[config.mk]
export PLATFORM = sky130hd
export DESIGN_NAME = wind_profile_loader_flat
export DESIGN_NICKNAME = d
export VERILOG_FILES = /design/src/rtl/wind_profile_loader_pkg.sv /design/src/rtl/wind_profile_loader_if.sv /design/src/rtl/wind_loader_timeout.sv /design/src/rtl/wind_profile_loader.sv /design/src/flat_wrapper.sv
export SDC_FILE = /design/constraint.sdc
export NUM_CORES = 1
export LEC_CHECK = 0
export BUFFER_PORTS_ARGS = -buffer_cell sky130_fd_sc_hd__buf_4
export CORE_MARGIN = 5
export CORE_UTILIZATION = 45
export CTS_CLUSTER_SIZE = 8
export DETAILED_ROUTE_END_ITERATION = 8
export GPL_TIMING_DRIVEN = 0
export PLACE_DENSITY = 0.86
export SYNTH_ARGS = -nofsm -noshare
export SYNTH_HDL_FRONTEND = slang
export SYNTH_HIERARCHICAL = 1
export SYNTH_SLANG_ARGS = --single-unit
[constraint.sdc]
create_clock -name clk -period 2.1 [get_ports clk]
set_clock_uncertainty 0.2 [all_clocks]
set_input_delay 0.21 -clock clk [delete_from_list [all_inputs] [get_ports clk]]
set_output_delay 0.21 -clock clk [all_outputs]
set_load 0.01 [all_outputs]
[src/rtl/wind_profile_loader_pkg.sv]
// Shared constants and types for the wind-speed profile loader.
// Default widths and depth match the wind-turbine reader: an 8-bit bank address, 200 samples
// per bank, single-precision samples and a 1024-cycle idle timeout.
// Also holds the loader state encoding.
package wind_profile_loader_pkg;

  localparam int unsigned WindAddrWidth = 8;
  localparam int unsigned WindDepth     = 200;
  localparam int unsigned WindDataWidth = 32;
  localparam int unsigned WindTimeout   = 1024;

  typedef enum logic [1:0] {
    StIdle  = 2'd0,
    StLoad1 = 2'd1,
    StLoad2 = 2'd2,
    StFin   = 2'd3
  } load_state_e;

endpackage

[src/rtl/wind_profile_loader_if.sv]
// Valid/ready sample stream from the host/config path into the profile loader.
//   s_valid : sample valid (source -> loader)
//   s_data  : sample, DATA_WIDTH bits, not interpreted (source -> loader)
//   s_last  : final sample of the whole profile (source -> loader)
//   s_ready : loader can accept a sample (loader -> source)
// Modports: master = sample source, slave = loader.
interface wind_profile_loader_if
  import wind_profile_loader_pkg::*;
#(
  parameter int unsigned DATA_WIDTH = WindDataWidth
) ();

  logic                  s_valid;
  logic [DATA_WIDTH-1:0] s_data;
  logic                  s_last;
  logic                  s_ready;

  modport master (
    output s_valid,
    output s_data,
    output s_last,
    input  s_ready
  );

  modport slave (
    input  s_valid,
    input  s_data,
    input  s_last,
    output s_ready
  );

endinterface

[src/rtl/wind_loader_timeout.sv]
// Idle-cycle counter for the profile loader.
//   clk, rst : clock, synchronous active-high reset
//   clr      : force the count to zero (takes priority over en)
//   en       : count one idle cycle
//   expired  : this idle cycle brings the count to TIMEOUT-1 (combinational)
module wind_loader_timeout
  import wind_profile_loader_pkg::*;
#(
  parameter int unsigned TIMEOUT = WindTimeout
) (
  input  logic clk,
  input  logic rst,
  input  logic clr,
  input  logic en,
  output logic expired
);

  localparam int unsigned CntW = (TIMEOUT > 2) ? $clog2(TIMEOUT) : 1;

  logic [CntW-1:0] cnt_d, cnt_q;

  always_comb begin
    cnt_d = cnt_q;
    if (clr) begin
      cnt_d = '0;
    end else if (en) begin
      cnt_d = cnt_q + CntW'(1);
    end
  end

  // Flag the cycle whose increment lands on TIMEOUT-1, so the abort is taken at that same edge.
  assign expired = en & ~clr & (cnt_q == CntW'(TIMEOUT - 2));

  always_ff @(posedge clk) begin
    if (rst) begin
      cnt_q <= '0;
    end else begin
      cnt_q <= cnt_d;
    end
  end

endmodule

[src/rtl/wind_profile_loader.sv]
// Writer side of the wind-speed profile tables. Streams 2*DEPTH samples into bank 1
// (first DEPTH) then bank 2 (next DEPTH), one sample per cycle.
//   clk, rst   : clock, synchronous active-high reset
//   sta        : start pulse, honoured only when idle
//   s          : sample stream (slave side)
//   waddr      : bank write address (registered)
//   wdata      : bank write data (registered)
//   we1, we2   : bank 1 / bank 2 write enables (registered, never both high)
//   busy       : load in progress
//   done       : one-cycle pulse on successful completion
//   err        : sticky error (short profile or timeout), cleared by an accepted sta or rst
module wind_profile_loader
  import wind_profile_loader_pkg::*;
#(
  parameter int unsigned ADDR_WIDTH = WindAddrWidth,
  parameter int unsigned DEPTH      = WindDepth,
  parameter int unsigned DATA_WIDTH = WindDataWidth,
  parameter int unsigned TIMEOUT    = WindTimeout
) (
  input  logic                  clk,
  input  logic                  rst,
  input  logic                  sta,
  wind_profile_loader_if.slave  s,
  output logic [ADDR_WIDTH-1:0] waddr,
  output logic [DATA_WIDTH-1:0] wdata,
  output logic                  we1,
  output logic                  we2,
  output logic                  busy,
  output logic                  done,
  output logic                  err
);

  load_state_e           state_d, state_q;
  logic [ADDR_WIDTH-1:0] cnt_d, cnt_q;
  logic                  err_d, err_q;
  logic [ADDR_WIDTH-1:0] waddr_d, waddr_q;
  logic [DATA_WIDTH-1:0] wdata_d, wdata_q;
  logic                  we1_d, we1_q;
  logic                  we2_d, we2_q;

  logic ready;
  logic loading;
  logic accept;
  logic last_word;
  logic tmo_clr;
  logic tmo_en;
  logic tmo_expired;

  assign loading   = (state_q == StLoad1) || (state_q == StLoad2);
  assign accept    = s.s_valid & ready;
  // Wrap at DEPTH-1, not at the natural 2^ADDR_WIDTH rollover.
  assign last_word = (cnt_q == ADDR_WIDTH'(DEPTH - 1));

  assign tmo_clr = ~loading | accept;
  assign tmo_en  = loading & ~accept;

  wind_loader_timeout #(
    .TIMEOUT (TIMEOUT)
  ) u_timeout (
    .clk     (clk),
    .rst     (rst),
    .clr     (tmo_clr),
    .en      (tmo_en),
    .expired (tmo_expired)
  );

  // Next state, word counter and error flag.
  always_comb begin
    state_d = state_q;
    cnt_d   = cnt_q;
    err_d   = err_q;
    unique case (state_q)
      StIdle: begin
        if (sta) begin
          state_d = StLoad1;
          cnt_d   = '0;
          err_d   = 1'b0;
        end
      end
      StLoad1, StLoad2: begin
        if (accept) begin
          cnt_d = last_word ? '0 : cnt_q + ADDR_WIDTH'(1);
          if (s.s_last && !((state_q == StLoad2) && last_word)) begin
            // Short profile: the beat is still written, then abort.
            err_d   = 1'b1;
            state_d = StIdle;
          end else if (last_word) begin
            state_d = (state_q == StLoad1) ? StLoad2 : StFin;
          end
        end else if (tmo_expired) begin
          err_d   = 1'b1;
          state_d = StIdle;
        end
      end
      StFin: begin
        state_d = StIdle;
      end
      default: begin
        state_d = StIdle;
      end
    endcase
  end

  // Moore outputs decoded from the current state.
  always_comb begin
    ready = 1'b0;
    busy  = 1'b0;
    done  = 1'b0;
    unique case (state_q)
      StLoad1, StLoad2: begin
        ready = 1'b1;
        busy  = 1'b1;
      end
      StFin: begin
        busy = 1'b1;
        done = 1'b1;
      end
      default: begin
        ready = 1'b0;
      end
    endcase
  end

  // Bank write port, one cycle behind the accepted beat; address/data hold between writes.
  always_comb begin
    we1_d   = accept & (state_q == StLoad1);
    we2_d   = accept & (state_q == StLoad2);
    waddr_d = accept ? cnt_q : waddr_q;
    wdata_d = accept ? s.s_data : wdata_q;
  end

  always_ff @(posedge clk) begin
    if (rst) begin
      state_q <= StIdle;
      cnt_q   <= '0;
      err_q   <= 1'b0;
      waddr_q <= '0;
      wdata_q <= '0;
      we1_q   <= 1'b0;
      we2_q   <= 1'b0;
    end else begin
      state_q <= state_d;
      cnt_q   <= cnt_d;
      err_q   <= err_d;
      waddr_q <= waddr_d;
      wdata_q <= wdata_d;
      we1_q   <= we1_d;
      we2_q   <= we2_d;
    end
  end

  assign s.s_ready = ready;
  assign waddr     = waddr_q;
  assign wdata     = wdata_q;
  assign we1       = we1_q;
  assign we2       = we2_q;
  assign err       = err_q;

endmodule

[src/flat_wrapper.sv]
// flat-port wrapper written by rule: the top's interface ports become plain ports
module wind_profile_loader_flat import wind_profile_loader_pkg::*;
#(
  parameter int unsigned ADDR_WIDTH = WindAddrWidth,
  parameter int unsigned DEPTH      = WindDepth,
  parameter int unsigned DATA_WIDTH = WindDataWidth,
  parameter int unsigned TIMEOUT    = WindTimeout
)
  (clk, rst, sta, waddr, wdata, we1, we2, busy, done, err, s_s_valid, s_s_data, s_s_last, s_s_ready);
  wind_profile_loader_if #(.DATA_WIDTH(DATA_WIDTH)) s_i ();
  input  logic clk;
  input  logic rst;
  input  logic sta;
  output logic [ADDR_WIDTH-1:0] waddr;
  output logic [DATA_WIDTH-1:0] wdata;
  output logic we1;
  output logic we2;
  output logic busy;
  output logic done;
  output logic err;
  input wire logic [$bits(s_i.s_valid)-1:0] s_s_valid;
  input wire logic [$bits(s_i.s_data)-1:0] s_s_data;
  input wire logic [$bits(s_i.s_last)-1:0] s_s_last;
  output wire logic [$bits(s_i.s_ready)-1:0] s_s_ready;
  assign s_i.s_valid = s_s_valid;
  assign s_i.s_data = s_s_data;
  assign s_i.s_last = s_s_last;
  assign s_s_ready = s_i.s_ready;
  wind_profile_loader #(.ADDR_WIDTH(ADDR_WIDTH), .DEPTH(DEPTH), .DATA_WIDTH(DATA_WIDTH), .TIMEOUT(TIMEOUT)) u_core (.clk(clk), .rst(rst), .sta(sta), .s(s_i), .waddr(waddr), .wdata(wdata), .we1(we1), .we2(we2), .busy(busy), .done(done), .err(err));
endmodule
After elaboration in Yosys (flattened, before gate mapping):

Cells that the tools add are included.

* order comparisons: 0
* muxes and demuxes: 19
* shift-type cells: 0
* bitwise logic cells: 10
* eq/ne operators: 10
* $mul: 0
* add/subtract/negate cells: 2
* reductions and logical operators: 12
* divide/modulo/power cells: 0

Operators by type and width (number)
* 8-bit 2-to-1 mux: 3
* 8-bit one-hot mux with 2 select lines: 1
* 10-bit by 1-bit adder with 10-bit output (second input constant): 1
* 10-bit equality test (second input constant): 1
* 2-bit 2-to-1 mux: 5
* 8-bit by 1-bit adder with 8-bit output (second input constant): 1
* 8-bit equality test (second input constant): 1
* 1-bit 2-to-1 mux: 8
* 1-bit AND: 6
* 2-bit one-hot mux with 3 select lines: 1
* 3-bit AND reduction: 2
* 2-bit equality test (second input constant): 2
* 4-bit != test (second input constant): 1
* 4-bit AND reduction: 1
* 2-bit OR reduction: 2
* 3-bit by 1-bit != test with 1-bit output (second input constant): 1
* 3-bit != test (second input constant): 1
* 1-bit NOT: 3
* 3-bit OR reduction: 1
* 2-bit by 1-bit equality test with 1-bit output (second input constant): 1
* 1-bit logical AND: 2
* 2-bit zero test: 1
* 2-bit by 1-bit != test with 1-bit output (second input constant): 1
* 2-bit != test (second input constant): 1
* other kinds (5): 5

* logic and storage cells: 61
* bits in read-only memories: 0
* register bits: 63
* memories kept: 0
* bits in writable memories: 0
* latch bits: 0

Longest topological paths before layout:

Gate-level depths: netlist of the first run.

* depth after elaboration: 11
* gate-level depth with buffers: 11
* mapped depth without buffers: 9

Cells and area by module:

Netlist of the first run, hierarchy kept.

Modules (own cells, without submodules)
* wind_profile_loader: sequential area each 1061.0 um^2, instances 1, area an instance 2107.0 um^2, cells each 262
* wind_loader_timeout: sequential area each 200.2 um^2, instances 1, area an instance 483.0 um^2, cells each 52

Least setup slack after synthesis of the first run:

OpenSTA, ideal clock, no wires.

* path kind: reg-to-reg
* start point: register u_core.state_q[0]
* end point: register u_core.state_q[0]
* cell stages (with the launch flop): 12
* data arrival time: 2.058 ns
* path buffers: 2
* setup slack: -0.277 ns
* cell sequence: dfxtp_1 -> inv_1 -> ha_1 -> buf_4 -> nand2b_1 -> inv_1 -> buf_2 -> nand4_1 -> nor4_1 -> o21a_1 -> o21ai_0 -> o221a_1

* longest elaborated chain between the ends: 10
* elaborated cells on any way between the ends: 27

Ends and longest elaborated chain
* start, declared: line wind_profile_loader.sv:33 `load_state_e state_d, state_q;`
* start signal, assigned: line wind_profile_loader.sv:134 `state_q <= StIdle;`
* start signal, assigned: line wind_profile_loader.sv:142 `state_q <= state_d;`
* 2-bit equality test or 2-bit by 1-bit equality test with 1-bit output (tied branches): line wind_profile_loader.sv:109 `unique case (state_q)`
* 2-bit OR reduction *: line wind_profile_loader.sv:109
* 1-bit 2-to-1 mux *: line wind_profile_loader.sv:109
* net s_s_ready: line flat_wrapper.sv:24 `output wire logic [$bits(s_i.s_ready)-1:0] s_s_ready;`
* 1-bit AND *: line wind_profile_loader.sv:50 `assign accept = s.s_valid & ready;`
* 1-bit bitwise OR *: line wind_profile_loader.sv:54 `assign tmo_clr = ~loading | accept;`
* net u_core.tmo_clr: line wind_profile_loader.sv:45 `logic tmo_clr;`
* 1-bit NOT *: line wind_loader_timeout.sv:32 `assign expired = en & ~clr & (cnt_q == CntW'(TIMEOUT - 2));`
* 1-bit AND * (2 in a row): line wind_loader_timeout.sv:32
* net u_core.tmo_expired: line wind_profile_loader.sv:47 `logic tmo_expired;`
* 3-bit by 1-bit != test with 1-bit output (no source line) *
* 3-bit AND reduction (no source line) *

Mark *: on every way through the listed nets, which the timed path passes. The rest lies on a longest branch. The select of a mux whose other input is x is not followed.
A chain may end at the register's enable or synchronous reset.

Worst setup path after layout of the first run:

* start point: register u_core.state_q[0]
* end point: register u_core.cnt_q[6]

* longest elaborated chain between the ends: 6
* elaborated cells on any way between the ends: 11

Ends and longest elaborated chain
* 2-bit equality test or 2-bit by 1-bit equality test with 1-bit output (tied branches): line wind_profile_loader.sv:72, wind_profile_loader.sv:109
* 2-bit OR reduction: line wind_profile_loader.sv:72, wind_profile_loader.sv:109
* 1-bit 2-to-1 mux: line wind_profile_loader.sv:109
* 1-bit AND: line wind_profile_loader.sv:50
* 2-bit by 1-bit != test with 1-bit output (no source line)
* 3-bit AND reduction (no source line)
* end signal, assigned: line wind_profile_loader.sv:143 `cnt_q <= cnt_d;`
* end, declared: line wind_profile_loader.sv:34 `logic [ADDR_WIDTH-1:0] cnt_d, cnt_q;`

Parallel ways exist; a longest one is shown, timed or not.

==> run metrics, run 1 <==
IO Pins=83; post-route ant nets=0; Syn Area/Cell=8.25 sq um; pre-CTS setup slack=-0.239 ns; Worst setup EP type=register; IO Port Bufs=82; fin crit period=2.07 ns; Final Cycle Share=98.6%; met1 usage=23.5%; core box area=5540 sq um; synthesized instance count=314; first-pass GRT wire length=12.0 mm; initial antenna violation count=0; Synth top area share=48.7%; ys flop type=dfxtp_1; number of global-route vias before repair=2584; syn_nets=359; root buffer cell=clkbuf_8; Yosys warnings=6; DRT iter0 DRCs=125; Die Width=85.9 um; Power, Total=4.19 mW; DRC violations left=0; Fmax=483 MHz; nets@finish=491; n_diodes=0; Initial Utilization=46.7%; peak supply drop=0.685 mV; class of the worst hold path=input port to register; Filler cells=384; post-DP HPWL=4.84 mm; Worst path slowest cell=or4_1; clock sink count=63; Commonest cells post-synth=nand2_1, dfxtp_1, a21oi_1, clkbuf_1, nor2_1; Slew headroom=68.7%; drt total wl=7.57 mm; clock buffer depth=2; static leakage=1.63 nW; gr busiest metal=met2; leading area contributor after synthesis=dfxtp_1; count leader, synth=nand2_1; outcome=finished, final reports clean; clock slew at reported path FFs=0.07 ns; Synth cell types=40; clk_lat worst skew=0.32 ns; met2 Track Usage GR=35.6%; Synth area leaders=dfxtp_1, nand2_1, a21oi_1; CP dominant cell by count=buf_6; Die Span Y=85.9 um; Max Slew Vio Count=0; synth-to-layout area growth=52.8%; post-route setup slack=0.0302 ns; power density cells=1060 nW/um^2; routed via count=2708; WL/cell=14.5 um; Critical Path Fanout Max=10; GRT met3 Usage=3.84%; mapped cell area=2590 sq um; CTS tree=yes; Vias/cell=5.18; ys async rst share=0%; CP max stage delay=0.47 ns; die area=7370 sq um; CP arrival=2.11 ns; CP startpoint kind=register; largest net degree at the start of global routing=12; Max Cap Violations=0; DRT Pass-1 Iters=5; number of synthesized flops with an enable pin=0; cts bufs inserted=9; final hold vios=0; WP data required=2.14 ns; FF+latch count, synth=63; Worst Max-Slew Pin Slew=0.470 ns; CP Cell Sequence=inv_2, ha_4, buf_6, and2_1, buf_6, nand2_1, or4_1, a31oi_1; # setup viols final=0; Row Count=27; fraction of layout cells with a size suffix above 1=28.8%; Tot GR Track Use=20.0%; Congestion Overflow GR=0; H-tree Lvls=3; routability-driven placement congestion ratio=0.853; RSZ-0062 raised after global routing=true; CP Class=register to register; sequential area share after synthesis=48.7%
==> critical path: cells and delay by family (launching register included) <==
kind	cells	cell delay, ns
buffers and inverters	3	0.31
AND/OR/NAND/NOR	3	0.68
AO/OA/AOI/OAI	1	0.17
flip-flops	1	0.35
adder cells (fa/ha/maj)	1	0.28
==> placed cells by master, fill, tap and decap left out, types with 3 or more instances in the layout <==
cell type,count
xor2_1,3
a21oi_1,47
clkbuf_2,5
buf_6,3
dfxtp_1,61
nand2_1,90
clkbuf_8,9
dlygate4sd3_1,33
ha_1,7
o21ai_0,9
nor2_1,11
or3_1,4
nand3_1,3
clkbuf_1,10
buf_4,88
inv_1,5
xnor2_1,5
nand4_1,8
==> state kept, by name, indices dropped and copies added, names as in the netlist <==
name,count
u_core/waddr,8
u_core/we2,1
u_core/u_timeout/cnt_q,10
u_core/wdata,32
u_core/cnt_q,8
u_core/err,1
u_core/state_q,2
u_core/we1,1
==> per-layer routing <==
metal / routed length (um) / up-vias
met5: 0 / -
met4: 207 / 0
met3: 356 / 22
met2: 3980 / 111
met1: 3020 / 1247
li1: - / 1328
==> worst paths after layout <==
| kind | slack [ns] | cells past startpoint | from | to |
|---|---|---|---|---|
| worst max register to register | 0.03 | 8 | u_core/state_q[0] | u_core/cnt_q[6] |
| worst min-delay path | 0.06 | 3 | rst | u_core/cnt_q[1] |
| worst min register to register | 0.26 | 2 | u_core/wdata[7] | u_core/wdata[7] |
| worst max-delay path | 0.03 | 8 | u_core/state_q[0] | u_core/cnt_q[6] |
==> stage by stage <==
stage / hold WS, ns / instance area, sq um / std cells / util [%] / setup TNS (ns)
floorplan: 0.146 / 2620 / 314 / - / -0.0269
global placement: 0.243 / 3320 / 468 / 60.0 / -0.650
detailed placement: 0.247 / 3320 / 468 / 60.0 / -0.773
CTS: 0.0359 / 3930 / 523 / 70.9 / 0
global route: 0.0664 / 3960 / 523 / 71.4 / -0.0724
finish: 0.0639 / 3960 / 523 / 71.4 / 0
==> kinds of logic after synthesis <==
| kind of cell | Yosys count | share of synthesized area, % |
|---|---|---|
| and+or+nand+nor | 140 | 25.6 |
| AOI/OAI and AO/OA | 69 | 14.9 |
| DFF | 63 | 48.7 |
| buffers and inverters | 25 | 3.86 |
| xor gates and xnor gates | 8 | 2.71 |
| adders and majority gates | 8 | 3.86 |
| muxes | 1 | 0.386 |
==> power breakdown <==
part | internal, mW | leakage, nW | switching [mW]
Sequential | 1.37 | 0.512 | 0.105
Combinational | 0.721 | 1.01 | 0.877
Clock | 0.664 | 0.102 | 0.452
==> area by class of cell <==
| type | instances | area [sq um] | share of cell area [%] |
|---|---|---|---|
| clock buffer | 10 | 128 | 3.23 |
| sequential | 63 | 1270 | 32.0 |
| inverter | 8 | 32.5 | 0.822 |
| tap | 72 | 90.1 | 2.28 |
| timing repair buffer | 122 | 1000 | 25.3 |
| multi-input combinational | 226 | 1270 | 32.1 |
| buffer | 16 | 81.3 | 2.06 |
| clock inverter | 6 | 85.1 | 2.15 |
==> what timing repair did <==
item / in CTS / in global routing
setup buffers: 7 / 0
hold buffers: 33 / 0
endpoints found under the setup margin: 7 / 29
gates resized for setup: 5 / 16
endpoints found under the hold margin: 33 / 0
pin swaps: 3 / 3
gates cloned: 0 / 0
No activity file was read; power rests on OpenSTA's default activity.
==> run 2: changes to the inputs <==
Settings changed: BUFFER_PORTS_ARGS -buffer_cell sky130_fd_sc_hd__buf_4 to not set, CORE_UTILIZATION 45 to 50, CTS_CLUSTER_DIAMETER set to 40, DONT_BUFFER_PORTS set to 1, PLACE_DENSITY 0.86 to 0.79.
==> run 2 against run 1 <==
Effect of this change:
- the run now ends with setup timing left
- non-clock buffer count decreased by 73
- hold slack got worse by 0.045 ns
- combinational power decreased by 18%
- register-to-register slack got worse by 0.04 ns
- global-route usage increased by 0.80 points
- die area decreased by 8.9%
- power decreased by 6.5%
- sequential share of layout area increased by 5.0 points
- sequential power increased by 6%
- design area decreased by 14%
- highest routed layer unchanged
==> run metrics, run 2 (synthesis results as in run 1) <==
outcome=finished with violations; Final Instance Area=3420 sq um (-14%); placed instance area=2710 sq um (-19%); static leakage=1.25 nW (-23%); Fmax=475 MHz (-1.8%); WP data required=2.18 ns (+0.04 ns); worst reg2reg setup slack=-0.007 ns (-0.04 ns); max FFs per register=32 (unchanged); nets@finish=418 (-15%); routed via count=2371 (-12%); drt total wl=6.81 mm (-10%); clock buffer depth=2 (unchanged); core box area=5070 sq um (-8.4%); Row Count=26 (-3.7%); Final Cycle Share=100% (+1.8 points); cts bufs inserted=9 (unchanged); hold wc startpoint=s_s_last; peak supply drop=0.675 mV (-1.5%); Die Width=82.0 um (-4.5%); CP startpoint kind=register; fin crit period=2.11 ns (+0.0373 ns); fraction of layout cells with a size suffix above 1=15.6% (-13 points); Reg2Reg Depth=9 (+1); post-route setup slack=-0.00718 ns (-0.0373 ns); root buffer cell=clkbuf_8; Filler cells=422 (+9.9%); Core Util, Final=67.4% (-4.1 points); commonest non-fill, non-tap cell in the layout=nand2_1; CP Launch Point=u_core/state_q[1]; n_diodes=0 (unchanged); Initial Utilization=51.0% (+4.3 points); Multi-input gate area=1290 sq um (+1.5%); power density cells=1150 nW/um^2 (+8.3%); IO Port Bufs=0 (-100%); DRT Pass-1 Iters=4 (-1); clock slew at reported path FFs=0.07 ns (about the same); worst hold margin=0.0189 ns (-0.0451 ns); Power, Total=3.92 mW (-6.5%); reg2reg start=u_core/state_q[1]; CP endpoint=u_core/state_q[0]; IO Pins=83 (unchanged); class of the worst hold path=input port to register; CP Class=register to register; WL/cell=15.2 um (+5.0%); Max Cap Violations=0 (unchanged); clk_lat worst skew=0.33 ns (about the same); Critical Path Fanout Max=4 (-6); Congestion Overflow GR=0 (unchanged); Reg-to-Reg End=u_core/state_q[0]; Die Span Y=82.0 um (-4.5%); Vias/cell=5.29 (+2.2%); largest net degree at the start of global routing=12 (unchanged); H-tree Lvls=3 (unchanged); die area=6720 sq um (-8.9%); CP arrival=2.18 ns (+0.07 ns); post-DP HPWL=4.18 mm (-14%); CTS tree=yes; synth-to-layout area growth=32.0%; RSZ-0062 raised after global routing=true; post-route ant nets=0 (unchanged); clock sink count=63 (unchanged); number of global-route vias before repair=2261 (-13%); routability-driven placement congestion ratio=0.843 (-1.1%); Slew headroom=69.6% (+0.97 points); Worst setup EP type=register; Max Slew Vio Count=0 (unchanged); final hold vios=0 (unchanged); Post-Layout Cell Count=448 (-14%); Reg area=1260 sq um (-0.20%); Tot GR Track Use=20.8% (+0.80 points); # setup viols final=2 (+2); initial antenna violation count=0 (unchanged); Worst Max-Slew Pin Slew=0.456 ns (-0.0145 ns); DRC violations left=0 (unchanged); Cells after DPL=384 (-18%); failing checks=setup timing; DRT iter0 DRCs=120 (-4.0%); most frequent cells in the layout=nand2_1, dfxtp_1, a21oi_1; first-pass GRT wire length=10.6 mm (-11%)
## run 2: metrics by stage
stage | setup TNS [ns] | worst slack (ns)
after floorplan | -0.0269 | -0.0269
after global placement | -0.701 | -0.216
after detailed placement | -1.24 | -0.218
after CTS | -0.212 | -0.0775
after global routing | -0.394 | -0.100
final | -0.0110 | -0.00718
## run 2: final cells by class
class,count,share of cell area [%]
buffer,16,2.49
multi-input combinational,226,37.7
tap,70,2.56
clock inverter,6,1.76
clock buffer,10,4.03
timing repair buffer,49,13.4
inverter,8,1.02
sequential,63,37.0
## run 2: worst min path at each step
stage	slack [ns]	cells after the start	endpoint
after floorplan	0.15	2	u_core/wdata[0]
after global placement	0.15	2	u_core/wdata[18]
after detailed placement	0.15	2	u_core/wdata[31]
after CTS	-0.004	2	u_core/state_q[1]
after global routing	0.03	2	u_core/state_q[1]
final	0.02	2	u_core/state_q[1]
## run 2: metal layers
metal	routed length, um	up-vias	GRT usage (%)
met5	0	-	0
met4	82	0	10.8
met3	643	10	7.89
met2	3380	101	34.4
met1	2700	1087	23.2
li1	-	1173	-
## run 2: worst max-delay path, cell delays in order, from the launching register on
cell	delay [ns]
dfxtp_2	0.35
inv_4	0.04
ha_4	0.28
buf_6	0.12
nand2b_4	0.07
buf_4	0.15
nor4_1	0.29
o21a_1	0.20
o31a_1	0.18
o221a_1	0.17
## run 2: power by group
| part | switching [mW] | internal (mW) |
|---|---|---|
| clock | 0.468 | 0.573 |
| sequential | 0.197 | 1.37 |
| combinational | 0.749 | 0.564 |
| total | 1.41 | 2.51 |
## run 2: timing repair
action	in CTS	in global routing
hold buffers	34	1
pin swaps	7	7
endpoints found under the hold margin	39	2
endpoints found under the setup margin	41	55
setup buffers	11	3
resized for setup	6	20
